<file path="config.mk">
export PLATFORM = sky130hd
export DESIGN_NAME = shared_tick_timer_arbiter
export DESIGN_NICKNAME = d
export VERILOG_FILES = /design/src/rtl/shared_tick_timer_arbiter.sv
export SDC_FILE = /design/constraint.sdc
export NUM_CORES = 1
export LEC_CHECK = 0
export CAP_MARGIN = 10
export CORE_MARGIN = 1
export CORE_UTILIZATION = 40
export DETAILED_ROUTE_END_ITERATION = 12
export PLACE_DENSITY = 0.75
export SKIP_CTS_REPAIR_TIMING = 1
export SYNTH_ARGS = -nofsm -noshare
export SYNTH_HDL_FRONTEND = slang
export SYNTH_SLANG_ARGS = --single-unit
</file>
<file path="constraint.sdc">
create_clock -name clk -period 3.6 [get_ports clk]
set_clock_uncertainty 0.15 [all_clocks]
set_input_delay 0.9 -clock clk [delete_from_list [all_inputs] [get_ports clk]]
set_output_delay 0.9 -clock clk [all_outputs]
set_load 0.05 [all_outputs]
</file>
<file path="src/rtl/shared_tick_timer_arbiter.sv">
// shared_tick_timer_arbiter: one countdown timer shared by NUM_REQ requesters.
// Each owner loads its delay and counts tickIn pulses. When the count ends, the
// owner gets a one-cycle done pulse.
// Build option: TIMER_ARB_FIXED_PRIORITY_EN selects fixed priority (lowest index
// wins). The default build uses a round-robin arbiter.
module shared_tick_timer_arbiter #(
  parameter int NUM_REQ = 4,
  parameter int CNT_W   = 8
) (
  input  logic                     clk,
  input  logic                     rst,
  input  logic                     tickIn,
  input  logic [NUM_REQ-1:0]       req,
  input  logic [NUM_REQ*CNT_W-1:0] delay,
  output logic [NUM_REQ-1:0]       grant,
  output logic                     busy,
  output logic [NUM_REQ-1:0]       done,
  output logic [CNT_W-1:0]         remaining
);
  localparam int IDX_W = (NUM_REQ > 1) ? $clog2(NUM_REQ) : 1;

  typedef enum logic [1:0] {IDLE, COUNT, DONE} state_t;

  state_t               state, state_nx;
  logic [IDX_W-1:0]     own, own_nx, pick;
  logic                 found;
  logic [CNT_W-1:0]     pick_dly, rem_nx;
  logic [NUM_REQ-1:0]   pick_oh, grant_nx, done_nx;
  logic                 busy_nx;
`ifndef TIMER_ARB_FIXED_PRIORITY_EN
  logic [IDX_W-1:0]     last, last_nx;
`endif

  // Arbiter: choose the winning requester for an IDLE cycle
  always_comb begin
    pick  = '0;
    found = 1'b0;
`ifdef TIMER_ARB_FIXED_PRIORITY_EN
    for (int k = NUM_REQ - 1; k >= 0; k--) begin
      if (req[k]) begin
        pick  = IDX_W'(k);
        found = 1'b1;
      end
    end
`else
    // Search last+1, last+2, ... so the previous owner has the lowest priority
    for (int k = NUM_REQ; k >= 1; k--) begin
      if (req[(int'(last) + k) % NUM_REQ]) begin
        pick  = IDX_W'((int'(last) + k) % NUM_REQ);
        found = 1'b1;
      end
    end
`endif
    pick_oh       = '0;
    pick_oh[pick] = 1'b1;
    pick_dly      = delay[int'(pick)*CNT_W +: CNT_W];
  end

  // Next-state and next-output logic; every output below is registered
  always_comb begin
    state_nx = state;
    own_nx   = own;
    grant_nx = grant;
    busy_nx  = busy;
    done_nx  = '0;
    rem_nx   = remaining;
`ifndef TIMER_ARB_FIXED_PRIORITY_EN
    last_nx  = last;
`endif
    case (state)
      IDLE: begin
        grant_nx = '0;
        busy_nx  = 1'b0;
        rem_nx   = '0;
        if (found) begin
          grant_nx = pick_oh;
          busy_nx  = 1'b1;
          rem_nx   = pick_dly;
          own_nx   = pick;
`ifndef TIMER_ARB_FIXED_PRIORITY_EN
          last_nx  = pick;
`endif
          // A zero delay finishes immediately: done rises together with grant
          if (pick_dly == '0) begin
            state_nx = DONE;
            done_nx  = pick_oh;
          end else begin
            state_nx = COUNT;
          end
        end
      end
      COUNT: begin
        // Abandon takes precedence over a tick in the same cycle
        if (!req[own]) begin
          state_nx = IDLE;
          grant_nx = '0;
          busy_nx  = 1'b0;
          rem_nx   = '0;
        end else if (tickIn) begin
          if (remaining == CNT_W'(1)) begin
            rem_nx   = '0;
            state_nx = DONE;
            done_nx  = grant;
          end else begin
            rem_nx = remaining - CNT_W'(1);
          end
        end
      end
      DONE: begin
        state_nx = IDLE;
        grant_nx = '0;
        busy_nx  = 1'b0;
        rem_nx   = '0;
      end
      default: begin
        state_nx = IDLE;
        grant_nx = '0;
        busy_nx  = 1'b0;
        rem_nx   = '0;
      end
    endcase
  end

  // State and output registers with synchronous reset
  always_ff @(posedge clk) begin
    if (rst) begin
      state     <= IDLE;
      own       <= '0;
      grant     <= '0;
      busy      <= 1'b0;
      done      <= '0;
      remaining <= '0;
`ifndef TIMER_ARB_FIXED_PRIORITY_EN
      last      <= IDX_W'(NUM_REQ - 1);
`endif
    end else begin
      state     <= state_nx;
      own       <= own_nx;
      grant     <= grant_nx;
      busy      <= busy_nx;
      done      <= done_nx;
      remaining <= rem_nx;
`ifndef TIMER_ARB_FIXED_PRIORITY_EN
      last      <= last_nx;
`endif
    end
  end

endmodule

</file>
==> impl_results.md <==
- Ys async rst share: 0%
- Antenna violations before repair: 0
- Initial Util: 42.59%
- Ys flop type: dfxtp_1
- Synth Warn #: 0
- Syn nets: 238
- Most numerous cell in the Yosys netlist: dfxtp_1
- Die Y: 64.91 um
- WL/cell: 14.57 um
- Later-pin clock latency in the skew report: 0.26 ns
- Vias: 1832
- DP Wirelength: 3.595 mm
- Pwr/cell area: 419.3 nW/um2
- Seq/Total Area, Yosys: 29.09%
- Post-Synth Simple-Gate Area: 26.56%
- Cell mode on critical path: buf_4
- Fillcell total: 320
- Final period utilization: 96.24%
- Core box area: 3716 um2
- Pre-antenna DRT Iters: 4
- Power, Total: 1.046 mW
- Clk pwr share: 15.4%
- Setup crit end kind: register
- CP bufs+invs: 3
- Mux contribution to synthesized area: 1.265%
- Startpoint class of the critical path: input port
- Most frequent cells after synthesis: dfxtp_1, nor2_1, inv_1
- Synth area leaders: dfxtp_1, o221a_2, nor2_1, a221oi_1, nor3_1
- Synth Area in Compound Gates: 30.36%
- Post-synth EDFFs: 0
- Largest net degree at the start of global routing: 16
- Total Routing Usage GR: 22.35%
- Placed cell count: 315
- Vias/cell: 5.725
- Post-synthesis cell type count: 48
- Clk slew on worst S/H paths: 0.08 ns
- Setup slack after layout: 0.1354 ns
- Top cell type by total area after synthesis: dfxtp_1
- Flop pwr share: 30.4%
- Share of cells above drive strength 1: 21.69%
- Tmin final: 3.465 ns
- Synth top area share: 29.09%
- Die area: 4213 um2
- Outcome: complete, no violations
- Delay-heaviest family, CP: buffers and inverters
- Routed wire length: 4.662 mm
- Syn Inst Count: 197
- Worst-margin pin slew: 0.7869 ns
- Global route overflow: 0
- I/O Buffers: 55
- Antenna-violating nets left: 0
- CP Class: input port to register
- Layout Area Growth over Synthesis: 57.63%
- # setup viols final: 0
- Max incr delay on CP: 0.57 ns
- Number of diodes: 0
- Post-synthesis xor/xnor area fraction: 2.213%
- CTS sink cnt: 23
- RePlAce Congestion: 0.9152
- Crit path max fanout: 8
- Pint: 0.6171 mW
- Max Cap Violations: 0
- Fin nets: 314
- Clk root buf: clkbuf_8
- Crit-path slowest cell: clkdlybuf4s50_1
- Clock Path Buffers: 2
- Max H-tree Level: 1
- Leak: 0.9996 nW
- Core Rows: 22
- Peak Freq: 0.2886 GHz
- IO Pins: 56
- Final cell count without fillers: 320
- Cell chain of the critical path: clkdlybuf4s50_1 -> buf_4 -> nor2_4 -> o22a_2 -> buf_4 -> a221oi_2 -> o22ai_1 -> or4_4 -> nor3_4 -> a32o_1
- Total CTS buffers: 3
- Die Span X: 64.91 um
- Synthesized-area fraction occupied by adder cells: 1.581%
- Sw Ratio: 41.01%
- Worst endpoint data arrival time: 3.52 ns
- Vias in the first global route: 1701
- Relative slew slack: 47.06%
- Final core occ: 67.14%
- CTS tree: yes
- Seq cells post-synth: 23
- HP Class: register to register
- P_sw: 0.4290 mW
- Final hold vios: 0
- DRT iter0 DRCs: 220
- Largest family of logic cells by synthesized area: compound AO/OA/AOI/OAI gates
- Logic pwr share: 54.2%
- Max rail drop VDD: 163.0 uV
- Setup slack at placement: -0.1674 ns
- First-pass GRT wire length: 7.514 mm
- Syn avg cell area: 8.034 um2
- Post-Syn Area: 1583 um2
- Required time of the critical path: 3.66 ns
- Slew Viols, Final: 0
- DRC viols: 0
==> state kept, by name (all words and copies together), names as in the netlist <==
name       flops
busy           1
done           4
grant          4
last           2
own            2
remaining      8
state          2
==> through the flow <==
stage	TNS (ns)	cell area, um2	hold slack [ns]
3_5_place_dp	-0.7043	2340	0.3359
3_3_place_gp	-0.5051	2340	0.3251
6_report	0	2495	0.3553
5_1_grt	-0.05261	2495	0.3803
2_1_floorplan	0	1583	0.2991
4_1_cts	0	2386	0.3534
==> final cells by class <==
cell class	count	area, um2	area share [%]
well taps	48	60.06	2.407
repair buffers	83	773.2	30.99
inverters	16	60.06	2.407
clock buffers	3	41.29	1.655
flip-flops and latches	23	460.4	18.46
clock inverters	1	5.005	0.2006
multi-input cells	146	1095	43.88
==> metal layers <==
layer / GRT usage [%] / share of wire (%)
met2: 40.63 / 48
met5: 0 / 0
met1: 26.84 / 45
met4: 6.389 / 0.66
met3: 3.169 / 6.3
==> power by group through the flow <==
stage / Sequential, mW / Combinational (mW) / Clock [mW]
2_1_floorplan: 0.393 / 0.266 / 0
3_3_place_gp: 0.323 / 0.515 / 0
3_5_place_dp: 0.324 / 0.518 / 0
4_1_cts: 0.318 / 0.521 / 0.160
5_1_grt: 0.323 / 0.612 / 0.168
6_report: 0.318 / 0.567 / 0.161
==> kinds of logic (layout without fill, tap and decap cells) <==
group / Yosys count / in the layout
buf+inv: 29 / 103
compound gates: 60 / 60
flops: 23 / 23
xor+xnor: 4 / 4
simple gates: 77 / 78
mux: 2 / 2
fa+ha+maj: 2 / 2
==> worst reg2reg max path, cell delays in order, from the launching register on <==
cell      delay (ns)
dfxtp_1         0.46
mux2i_1         0.23
o22a_2          0.19
o21ai_4         0.13
buf_4           0.23
a221oi_2        0.23
o22ai_1         0.13
or4_4           0.56
nor3_4          0.18
a32o_1          0.21
==> layout by cell type, fill, tap and decap left out, types with 3 or more instances in the layout <==
cell              n
nand2_1          11
a22oi_1           3
a211oi_1          8
nor2_1           19
nor3_1           14
inv_1            16
xnor2_1           4
nand3_1           9
o221a_2           7
a21oi_1           7
a221oi_4          3
a311oi_1          3
a221oi_2          4
and3_1            9
clkdlybuf4s50_1  55
clkbuf_8          3
o22ai_1           7
dfxtp_1          23
buf_4            27
==> path summary, 6_finish.rpt <==
| kind | startpoint | to | slack, ns | depth (start not counted) |
|---|---|---|---|---|
| worst min register to register | busy | busy | 0.36 | 2 |
| worst max register to register | last[1] | done[1] | 0.86 | 9 |
| worst min-delay path | busy | busy | 0.36 | 2 |
| worst max-delay path | req[1] | done[1] | 0.14 | 10 |
Power figures use the tool's default switching activity.
